File: src/rtl/sobel_stream_filter.sv
// Streaming 3x3 Sobel edge filter over raster-order pixels with a valid/ready
// handshake on both sides; emits interior pixels only.
module sobel_stream_filter #(
  parameter int IMG_WIDTH  = 64,
  parameter int IMG_HEIGHT = 64,
  parameter int PIX_W      = 8
) (
  input  logic             clk,
  input  logic             rst,
  input  logic [PIX_W-1:0] in_pix,
  input  logic             in_valid,
  output logic             in_ready,
  input  logic [1:0]       mode,
  output logic [PIX_W-1:0] out_pix,
  output logic             out_valid,
  input  logic             out_ready,
  output logic             out_last
);

  localparam int CW = $clog2(IMG_WIDTH);
  localparam int RW = $clog2(IMG_HEIGHT);
  localparam int GW = PIX_W + 4;

  logic [CW-1:0]    col_reg;
  logic [RW-1:0]    row_reg;
  logic [1:0]       mode_reg;
  logic             adv;
  logic             accept;

  logic [PIX_W-1:0] line0 [IMG_WIDTH];
  logic [PIX_W-1:0] line1 [IMG_WIDTH];

  logic             s1_valid_reg;
  logic             s1_done_reg;
  logic             s1_last_reg;
  logic [CW-1:0]    s1_col_reg;
  logic [PIX_W-1:0] s1_pix_reg;
  logic [PIX_W-1:0] s1_up1_reg;
  logic [PIX_W-1:0] s1_up2_reg;

  logic [PIX_W-1:0] hist_reg [3][2];
  logic [PIX_W-1:0] col_new  [3];
  logic [PIX_W-1:0] win_next [3][3];

  logic             out_valid_reg;
  logic             out_last_reg;
  logic [PIX_W-1:0] out_pix_reg;

  // The whole pipeline moves together; only a refused output freezes it.
  assign in_ready = !(out_valid_reg && !out_ready);
  assign adv      = in_ready;
  assign accept   = in_valid && in_ready;

  always_ff @(posedge clk) begin
    if (rst) begin
      col_reg  <= '0;
      row_reg  <= '0;
      mode_reg <= 2'd0;
    end else if (accept) begin
      if (col_reg == '0 && row_reg == '0)
        mode_reg <= mode;
      if (col_reg == CW'(IMG_WIDTH - 1)) begin
        col_reg <= '0;
        row_reg <= (row_reg == RW'(IMG_HEIGHT - 1)) ? '0 : row_reg + 1'b1;
      end else begin
        col_reg <= col_reg + 1'b1;
      end
    end
  end

  // Line buffers: line0 holds the previous row, line1 the row before that.
  always_ff @(posedge clk) begin
    if (accept) begin
      line0[col_reg] <= in_pix;
      s1_up1_reg     <= line0[col_reg];
    end
  end

  always_ff @(posedge clk) begin
    if (accept)
      s1_up2_reg <= line1[col_reg];
    if (s1_valid_reg && adv)
      line1[s1_col_reg] <= s1_up1_reg;
  end

  always_ff @(posedge clk) begin
    if (rst) begin
      s1_valid_reg <= 1'b0;
    end else if (adv) begin
      s1_valid_reg <= accept;
    end
  end

  always_ff @(posedge clk) begin
    if (accept) begin
      s1_pix_reg  <= in_pix;
      s1_col_reg  <= col_reg;
      s1_done_reg <= (row_reg >= RW'(2)) && (col_reg >= CW'(2));
      s1_last_reg <= (row_reg == RW'(IMG_HEIGHT - 1)) && (col_reg == CW'(IMG_WIDTH - 1));
    end
  end

  assign col_new[0] = s1_up2_reg;
  assign col_new[1] = s1_up1_reg;
  assign col_new[2] = s1_pix_reg;

  genvar gi;
  generate
    for (gi = 0; gi < 3; gi++) begin : g_win
      assign win_next[gi][0] = hist_reg[gi][0];
      assign win_next[gi][1] = hist_reg[gi][1];
      assign win_next[gi][2] = col_new[gi];
      always_ff @(posedge clk) begin
        if (s1_valid_reg && adv) begin
          hist_reg[gi][0] <= hist_reg[gi][1];
          hist_reg[gi][1] <= col_new[gi];
        end
      end
    end
  endgenerate

  function automatic logic signed [GW-1:0] ext(input logic [PIX_W-1:0] v);
    return $signed({4'b0000, v});
  endfunction

  function automatic logic [PIX_W-1:0] sat(input logic [GW-1:0] v);
    if (v > {4'b0000, {PIX_W{1'b1}}})
      return {PIX_W{1'b1}};
    return v[PIX_W-1:0];
  endfunction

  logic signed [GW-1:0] gx;
  logic signed [GW-1:0] gy;
  logic        [GW-1:0] abs_gx;
  logic        [GW-1:0] abs_gy;
  logic        [GW-1:0] abs_sum;
  logic [PIX_W-1:0]     result;

  assign gx = (ext(win_next[0][2]) + (ext(win_next[1][2]) <<< 1) + ext(win_next[2][2]))
            - (ext(win_next[0][0]) + (ext(win_next[1][0]) <<< 1) + ext(win_next[2][0]));
  assign gy = (ext(win_next[2][0]) + (ext(win_next[2][1]) <<< 1) + ext(win_next[2][2]))
            - (ext(win_next[0][0]) + (ext(win_next[0][1]) <<< 1) + ext(win_next[0][2]));
  assign abs_gx  = gx[GW-1] ? $unsigned(-gx) : $unsigned(gx);
  assign abs_gy  = gy[GW-1] ? $unsigned(-gy) : $unsigned(gy);
  assign abs_sum = abs_gx + abs_gy;

  always_comb begin
    result = '0;
    case (mode_reg)
      2'd0:    result = sat(abs_gx);
      2'd1:    result = sat(abs_gy);
      2'd2:    result = sat(abs_sum);
      default: result = win_next[1][1];
    endcase
  end

  always_ff @(posedge clk) begin
    if (rst) begin
      out_valid_reg <= 1'b0;
      out_last_reg  <= 1'b0;
      out_pix_reg   <= '0;
    end else if (adv) begin
      out_valid_reg <= s1_valid_reg && s1_done_reg;
      out_last_reg  <= s1_valid_reg && s1_done_reg && s1_last_reg;
      if (s1_valid_reg && s1_done_reg)
        out_pix_reg <= result;
    end
  end

  assign out_valid = out_valid_reg;
  assign out_last  = out_last_reg;
  assign out_pix   = out_pix_reg;

endmodule

File: config.mk
export PLATFORM = sky130hd
export DESIGN_NAME = sobel_stream_filter
export DESIGN_NICKNAME = d
export VERILOG_FILES = /design/src/rtl/sobel_stream_filter.sv
export SDC_FILE = /design/constraint.sdc
export NUM_CORES = 1
export LEC_CHECK = 0
export CAP_MARGIN = 20
export CORE_MARGIN = 3
export CORE_UTILIZATION = 40
export DETAILED_ROUTE_END_ITERATION = 8
export GPL_TIMING_DRIVEN = 0
export PLACE_DENSITY = 0.53
export REMOVE_ABC_BUFFERS = 1
export SLEW_MARGIN = 10
export SYNTH_ARGS = -nofsm -noshare
export SYNTH_HDL_FRONTEND = slang
export SYNTH_SLANG_ARGS = --single-unit
File: constraint.sdc
create_clock -name clk -period 8.5 [get_ports clk]
set_input_delay 0.85 -clock clk [delete_from_list [all_inputs] [get_ports clk]]
set_output_delay 0.85 -clock clk [all_outputs]
set_load 0.005 [all_outputs]
==> impl_results.md, run 1 <==
* Period utilization at ~83%
* Power Internal at roughly 0.011 W
* Worst-path fanout max at 11
* Tot GR Track Use at about 21%
* Mapped Cells at 2744
* Crit path kind: flop to flop
* Die X at ~340 um
* Hold buffer count at CTS at 0
* Detail Placement HPWL at approximately 79000 um
* Final setup fails at 0
* Seq cells post-synth at between 1000 and 1500
* # rows at between 100 and 150
* Avg Vias per Cell at 5.85
* Power Density at 289 mW/mm^2
* CTS Buf Count at ~110
* Clock skew at roughly 31 ps
* Sequential share of the synthesized area at roughly 75%
* Num Clock Sinks at ~1100
* Initial Util at ~40%
* Syn. warnings at 0
* Worst vdd ir at ~0.33 mV
* Max-slew headroom at about a quarter
* CTS Root Cell: clkbuf_16
* Utilization after layout at 46.7%
* Share of Yosys cell area claimed by the top area cell type at between 70% and 80%
* Post-layout min period at 7050 ps
* Clock power share at between 30% and 40%
* CTS tree: built
* Die H at between 300 and 400 um
* Seq pwr share at a little over two fifths
* Clk buf depth at 3
* Area of the mapped netlist at 0.0449 sq mm
* Hold Path Class: flop to flop
* Critical path capture point type: flop
* Share of post-route cells with drive strength above 1 at around an eighth
* Max incr delay on CP at between 700 and 800 ps
* Sw Pwr at around 0.0044 W
* Post-route cell area at 0.0519 sq mm
* Syn Area/Cell at approximately 16 sq um
* Clock latency on the worst-skew pair at about 700 ps
* Synth cell count leaders: edfxtp_1 (1104), a22oi_1 (321), nor2_1 (208), clkbuf_1 (115), inv_1 (99)
* DR pass1 iterations at 7
* Synth top area cells: edfxtp_1 (74%), a22oi_1 (5.4%), fa_1 (2.8%)
* Area after DPL at 0.0480 sq mm
* Number of port buffers at 24
* Clock Pin Slew Worst Setup and Hold Paths at around 70 ps
* Layout fillers at around 9400
* Vias at around 26000
* Post-synth EDFFs at ~1100
* Resized Gates After CTS at 0
* Outcome: complete, no violations
* Hold_ws at around 450 ps
* Crit-path cells: inv_1 -> fa_1 -> inv_1 -> fa_1 -> fa_1 -> ha_1 -> and3_1 -> a211oi_1 -> a21oi_1 -> a21o_1 -> nor2_1 -> xor2_1 -> ha_1 -> nor2b_1 -> o21a_1 -> o21a_1 -> o21a_1 -> o21ba_2 -> o22ai_1 -> o2111ai_2 -> or3_1 -> a221o_1
* GRT Residual Overflow at 0
* Vias in the first global route at between 20000 and 30000
* Drc violations at 0
* Max frequency at between 100 and 150 MHz
* Placer Congestion at a little over 0.8
* H-tree depth at 3
* Area of the multi-input gates at 0.0104 sq mm
* First-pass GRT wire length at ~180000 um
* Final setup TNS at 0 ps
* Area of the die at between 0.1 and 0.15 sq mm
* Setup Fix Bufs, Post-CTS at 0
* Tightest Pin Transition at about 1100 ps
* Cell taking the most area after synthesis: edfxtp_1
* Routed Antenna Nets at 0
* RSZ-0062 raised after global routing: no
* Final Hold Viols at 0
* DR WL/cell at between 20 and 30 um
* Register area at roughly 0.034 sq mm
* Most used DFF post-synth: edfxtp_1
* WL final at 122000 um
* Area Overhead vs Synth at 15.5%
* CP Launch Type: flop
* Core area at 0.111 sq mm
* CP required at 9100 ps
* Async SR Flop Fraction at 0%
* Crit path DAT at 7650 ps
* Initial antenna violation count at 1
* Fin nets at 2956
* CP max-delay cell: edfxtp_1
* Count leader, synth: edfxtp_1
* Sw Ratio at ~29%
* Combinational power share at between 20 and 25%
* Largest net degree at the start of global routing at 50
* I/O pins at 25
* Cell variety after synth at 80
* Max cap viols at 0
* Slew Limit Fails at 0
* Iter 0 DRT Violations at 2516
* P_leak at between 15 and 20 nW
[cells by family (layout without fill, tap and decap cells)]
logic type / Yosys count / count (layout) / synth area share [%]
adders and majority gates: 105 / 105 / 3.98
AOI/OAI and AO/OA: 723 / 723 / 12.2
and+or+nand+nor: 454 / 454 / 4.77
muxes: 41 / 41 / 1.13
buffers and inverters: 250 / 441 / 2.11
other: 0 / 2 / 0
xor gates and xnor gates: 42 / 42 / 0.853
DFF: 1129 / 1129 / 74.9
[worst max-delay path, delay by kind of cell, from the launching register on]
kind            cells  cell delay (ps)
flops               1              780
compound gates     10             2550
fa+ha+maj           5             2240
buf+inv             2              210
simple gates        4              900
xor+xnor            1              260
[power by group through the flow]
stage                     Combinational (W)  Sequential (W)  Clock, W
after global routing                0.00400         0.00629   0.00538
final                               0.00364         0.00629   0.00507
after CTS                           0.00365         0.00629   0.00515
after global placement              0.00343         0.00650         0
after detailed placement            0.00362         0.00641         0
after floorplan                     0.00255         0.00642         0
[area by class of cell]
type | count | area share (%)
Sequential cell | 1129 | 64.9
Clock buffer | 141 | 5.79
Clock inverter | 72 | 1.58
Timing Repair Buffer | 128 | 3.42
Multi-Input combinational cell | 1365 | 20.0
Inverter | 100 | 0.724
Tap cell | 1488 | 3.59
Antenna cell | 2 | 0.00965
[per-layer routing]
layer  global-route usage [%]  vias up  share of wire, %  routed length, um
met4                     5.68        0               2.3               2770
li1                         -    11300                 -                  -
met5                        0        -                 0                  0
met3                     3.28      185               6.8               8370
met1                     28.9    13500                42              51800
met2                     34.1      992                49              59500
[per-stage QoR]
stage | power [W] | std cells | setup WS [ps]
floorplan | 0.00897 | 2594 | -1340
detailed placement | 0.0100 | 4210 | 1440
global route | 0.0157 | 4423 | 1070
finish | 0.0150 | 4425 | 1450
CTS | 0.0151 | 4423 | 1430
global placement | 0.00993 | 4106 | -18040
[final timing paths]
check                                         startpoint                        end  slack, ps  cells after the start
worst min register to register  hist_reg[0][4]$_DFFE_PP_  hist_reg[0][12]$_DFFE_PP_        450                      0
worst min-delay path            hist_reg[0][4]$_DFFE_PP_  hist_reg[0][12]$_DFFE_PP_        450                      0
worst max register to register   s1_up1_reg[4]$_DFFE_PP_    out_pix[6]$_SDFFE_PP0P_       1450                     22
worst max-delay path             s1_up1_reg[4]$_DFFE_PP_    out_pix[6]$_SDFFE_PP0P_       1450                     22
[placed cells by master, fill, tap and decap left out, drive strengths merged, types with 7 or more instances in the layout]
master	netlist	routed
a41oi	16	16
a22oi	321	321
clkinv	0	46
bufinv	0	14
clkdlybuf4s50	0	16
o21a	9	9
inv	100	104
a31oi	47	47
a21oi	61	61
xnor2	20	20
edfxtp	1104	1104
or3	7	7
a221o	8	8
dfxtp	25	25
a22o	62	62
nand3	26	26
clkinvlp	0	8
nor4	21	21
o211ai	18	18
o21ai	28	28
and2	7	7
mux2i	19	19
nand2	70	70
fa	63	63
clkbuf	115	141
a221oi	85	85
nor3	21	21
mux2	16	16
nand4	46	46
buf	34	112
a21o	7	7
xor2	22	22
ha	42	42
nor2	208	208
nor2b	12	12
and3	8	8
o31ai	7	7
a211oi	12	12
Note: power is estimated with default switching activity, not from simulation.
==> inputs of run 2 (changes only) <==
Clock period 8.5 ns to 7 ns, I/O delays scaled along.
==> run 2 against run 1 <==
Compared with the run above: via count is 0.31% higher; sequential share of layout area is 0.10 points lower; clock skew is 1.8 ps lower; critical endpoint unchanged; register-to-register slack worse by 1100 ps.
==> impl_results.md, run 2 (same netlist as run 1, synthesis figures left out) <==
* Max frequency at 151 MHz
* Most frequent CP cell: fa_1
* Area Overhead vs Synth at 15.7%
* CTS Buf Count at around 110
* Hold Path Class: primary input to flop
* Post-layout min period at approximately 6600 ps
* H-tree depth at 3
* Sw Pwr at ~0.0054 W
* Tot Pwr at ~0.018 W
* Seq pwr share at about two fifths
* Worst vdd ir at between 0.4 and 0.5 mV
* Number of port buffers at 24
* WL final at about 120000 um
* Most common cell after layout, fill and taps aside: edfxtp_1
* Max incr delay on CP at between 500 and 600 ps
* Routed Antenna Nets at 0
* Crit path kind: flop to flop
* Power Internal at 0.0129 W
* Initial Util at about two fifths
* CTS tree: built
* Power Density at around 350 mW/mm^2
* Max cap viols at 0
* Detail Placement HPWL at 79300 um
* Max-slew headroom at between 20% and 30%
* GRT Residual Overflow at 0
* Placer Congestion at between 0.8 and 0.9
* Layout fillers at approximately 9400
* Largest net degree at the start of global routing at 50
* Crit-path cells: inv_1 -> fa_1 -> inv_1 -> fa_1 -> fa_1 -> ha_1 -> fa_1 -> a211oi_2 -> o21ai_1 -> and3_1 -> or2_2 -> nor2_1 -> xor2_2 -> ha_1 -> nor2b_1 -> o21a_1 -> o21a_1 -> o21a_1 -> o21ba_2 -> o22ai_2 -> o2111ai_4 -> or3_1 -> a221o_1
* CP required at 7600 ps
* Final setup TNS at 0 ps
* # rows at about 120
* Clock skew at slightly below 30 ps
* Iter 0 DRT Violations at about 2400
* P_leak at 16.4 nW
* Vias in the first global route at 25900
* First-pass GRT wire length at 178000 um
* Slew Limit Fails at 0
* Commonest cells after routing, fill and taps aside: edfxtp_1 (1104), a22oi_1 (321), nor2_1 (207)
* CP Launch Type: flop
* Die X at 341 um
* Num Clock Sinks at ~1100
* Area after DPL at approximately 0.048 sq mm
* Final Hold Viols at 0
* DR pass1 iterations at 5
* Crit path DAT at a little over 7000 ps
* Worst-path fanout max at 8
* CTS Root Cell: clkbuf_16
* Clk buf depth at 3
* Vias at 26000
* Drc violations at 0
* Hold_ws at 434 ps
* Share of post-route cells with drive strength above 1 at about 13%
* Period utilization at a little over nine tenths
* DR WL/cell at 27.6 um
* Area of the die at around 0.12 sq mm
* Sw Ratio at between 20 and 30%
* Tightest Pin Transition at 1110 ps
* Outcome: complete, no violations
* I/O pins at 25
* Critical path capture point type: flop
* CP max-delay cell: fa_1
* Clock latency on the worst-skew pair at 700 ps
* Final setup fails at 0
* Core area at about 0.11 sq mm
* Utilization after layout at between 40% and 50%
* Tot GR Track Use at 20.8%
* Die H at ~340 um
* Clock power share at between 30% and 40%
* Combinational power share at 24.8%
* RSZ-0062 raised after global routing: no
* Post-route cell area at just over 0.05 sq mm
* Initial antenna violation count at 1
* Fin nets at about 3000
* Avg Vias per Cell at between 5 and 6
* Clock Pin Slew Worst Setup and Hold Paths at around 70 ps
==> run 2: worst paths after layout <==
path / start / slack (ps) / end / depth (start not counted)
min reg2reg: hist_reg[0][4]$_DFFE_PP_ / 450 / hist_reg[0][12]$_DFFE_PP_ / 0
min: in_pix[6] / 430 / line0[44][6]$_DFFE_PP_ / 1
max reg2reg: s1_pix_reg[0]$_DFFE_PP_ / 360 / out_pix[6]$_SDFFE_PP0P_ / 23
max: s1_pix_reg[0]$_DFFE_PP_ / 360 / out_pix[6]$_SDFFE_PP0P_ / 23
==> run 2: area by class of cell <==
| type | count | area (sq um) | area share, % |
|---|---|---|---|
| well taps | 1488 | 1860 | 3.58 |
| inverters | 100 | 375 | 0.723 |
| flip-flops and latches | 1129 | 33700 | 64.8 |
| multi-input cells | 1365 | 10400 | 20.0 |
| clock buffers | 141 | 3000 | 5.78 |
| diodes | 2 | 5.00 | 0.00964 |
| clock inverters | 72 | 821 | 1.58 |
| repair buffers | 133 | 1820 | 3.51 |
==> run 2: critical path, delay by kind of cell, from the launching register on <==
family,cells,cell delay [ps]
xor gates and xnor gates,1,280
adders and majority gates,6,2470
AOI/OAI and AO/OA,9,2010
and+or+nand+nor,5,1250
buffers and inverters,2,160
DFF,1,390
==> run 2: power by group through the flow <==
stage                     registers, W  clock network [W]  logic (W)
final                          0.00762            0.00617    0.00454
after global routing           0.00763            0.00653    0.00498
after CTS                      0.00763            0.00625    0.00444
after detailed placement       0.00778                  0    0.00440
after global placement         0.00790                  0    0.00416
after floorplan                0.00780                  0    0.00310
==> run 2: routing by layer <==
| metal | global-route usage (%) | wire, um | vias up | share of wire [%] |
|---|---|---|---|---|
| li1 | - | - | 11300 | - |
| met1 | 29.0 | 51800 | 13500 | 42 |
| met2 | 34.1 | 59300 | 1036 | 48 |
| met3 | 3.28 | 8350 | 191 | 6.8 |
| met4 | 5.66 | 2870 | 0 | 2.3 |
| met5 | 0 | 0 | - | 0 |
==> run 2: repair_timing <==
action | in CTS | in global routing
endpoints found under the setup margin | 1 | 2
setup buffers | 2 | 3
hold buffers | 0 | 0
gates resized for setup | 1 | 5
==> run 2: stage by stage <==
step / cells / setup WS (ps)
floorplan: 2594 / -2840
global route: 4428 / 13.6
detailed placement: 4210 / -64.1
finish: 4430 / 363
CTS: 4425 / 101
global placement: 4106 / -19540
==> edit (flow settings as in run 2) <==
The parameter `PIX_W` goes from 8 to 10.
--- a/src/rtl/sobel_stream_filter.sv
+++ b/src/rtl/sobel_stream_filter.sv
@@ -4,5 +4,5 @@
   parameter int IMG_WIDTH  = 64,
   parameter int IMG_HEIGHT = 64,
-  parameter int PIX_W      = 8
+  parameter int PIX_W      = 10
 ) (
   input  logic             clk,
Interface: changed (resized in_pix and out_pix); port bits go from 25 to 29. The function was not compared with the original's and may differ.
==> edit against run 2 <==
  * Area after synthesis up 23%
  * Power up 25%
  * First-iteration DRC count up 37%
  * Largest power group unchanged
  * Cell area up 25%
  * Combinational power up 32%
  * Critical endpoint is now out_pix[0]
  * Via count up 23%
  * Global-route usage up 0.98 points
  * Sequential cell count up 276
  * Sequential power up 25%
  * Worst setup slack worse by 0.066 ns
  * Critical path depth up 3
  * Routed wire length up 27%
  * Sequential share of layout area down 0.095 points
==> edit: results (changes against run 2) <==
Power
The total combinational power is 5.98 mW (+32%). The relative contribution of the clock network to total power is 32.2% (-1.4 points). The net switching power came to 6.77 mW (+26%). The standby leakage power came to 20.8 nW (+27%). The maximum vdd ir drop is 0.000667 V (+59%).

Placed design
The cell count after placement is 5130 (+22%). The cell area reported after detailed placement came to 59800 um^2 (+25%). The weighted congestion reported at the end of routability-driven placement was 0.770 (-5.4%). The worst slack at placement was -0.854 ns (-0.790 ns).

STA
The ratio of final minimum period to clock period is 95.8% (+0.95 points). The maximum clock skew at final layout is 0.0282 ns (-0.000945 ns). The slew at the pin closest to its max-slew limit came to 1.14 ns (+0.0240 ns).

Worst setup path
On the critical path, the stage with the largest delay is an instance of sky130_fd_sc_hd__or4_1. The largest fanout on the critical path is 22 (+14). The maximum cell stage delay along the critical path is 0.61 ns (+0.06 ns). The arrival time at the worst endpoint is 7.33 ns (+0.09 ns). The worst-case register-to-register setup slack is 0.30 ns (-0.07 ns). In this run the critical register-to-register path is launched from s1_up1_reg[8]. The worst flop-to-flop path endpoint is out_pix[0].

Detailed routing
The routed length on met1 is 67400 um (+30%). The total met3 wirelength after detailed routing is 10700 um (+28%). The wire length per cell is 28.6 um (+3.5%). The violation count after the first detailed-route iteration is 3352 (+37%). The top routing layer in use is met5. The vias after detailed routing is 31900 (+23%). The sum of met2 wire segment lengths after detailed routing is 73700 um (+24%).

Yosys
The number of library cell types mapped by synthesis is 78 (-2.5%). The count of mapped cells out of synthesis is 3308 (+21%). The commonest cells after synthesis are sky130_fd_sc_hd__edfxtp_1 (1378), sky130_fd_sc_hd__a22oi_1 (451), sky130_fd_sc_hd__nor2_1 (182). The sequential fraction of the synthesis area came to 75.8% (+0.83 points). The number of enable-type register cells in the synthesized netlist came to 1378 (+25%).

Global routing
The met2 track demand over resource in global routing is 34.5% (+0.36 points). The met3 layer usage reported by global route is 3.96% (+0.68 points). The first-pass GRT wire length is 225000 um (+26%). The met1 capacity usage during global routing is 30.9% (+1.9 points). The number of antenna violations at the first check in global routing is 6 (+5).

Layout
The number of nets in the layout is 3692 (+25%). The ratio of cells with drive above 1 in the final layout is 14.0% (+1.5 points).

Hold path
The beginning of the worst hold path is in_pix[8].

Clock tree
The number of levels in the clock H-tree is 4 (+1).

Outcome
The run finished with clean final reports.
edit: cells by family (layout without fill, tap and decap cells):
kind of cell               Yosys count  in the layout  share of synthesized area (%)
buffers and inverters              309            661                           2.11
and+or+nand+nor                    468            468                           4.11
other                                0              4                              0
DFF                               1405           1405                           75.8
xor gates and xnor gates            49             49                          0.801
muxes                               28             28                          0.712
AOI/OAI and AO/OA                  922            922                           12.6
adders and majority gates          127            127                           3.94
edit: what timing repair did:
action	4_1_cts	5_1_grt
endpoints found under the setup margin	10	10
resized for setup	2	12
pin swaps	1	0
buffers inserted	6	7
edit: cell type report:
cell class | count | area (um^2)
timing repair buffer | 277 | 3330
clock inverter | 64 | 462
clock buffer | 195 | 4020
tap | 1781 | 2230
antenna | 4 | 10.0
sequential | 1405 | 41900
multi-input combinational | 1594 | 12400
fill | 11500 | 71700
inverter | 125 | 469
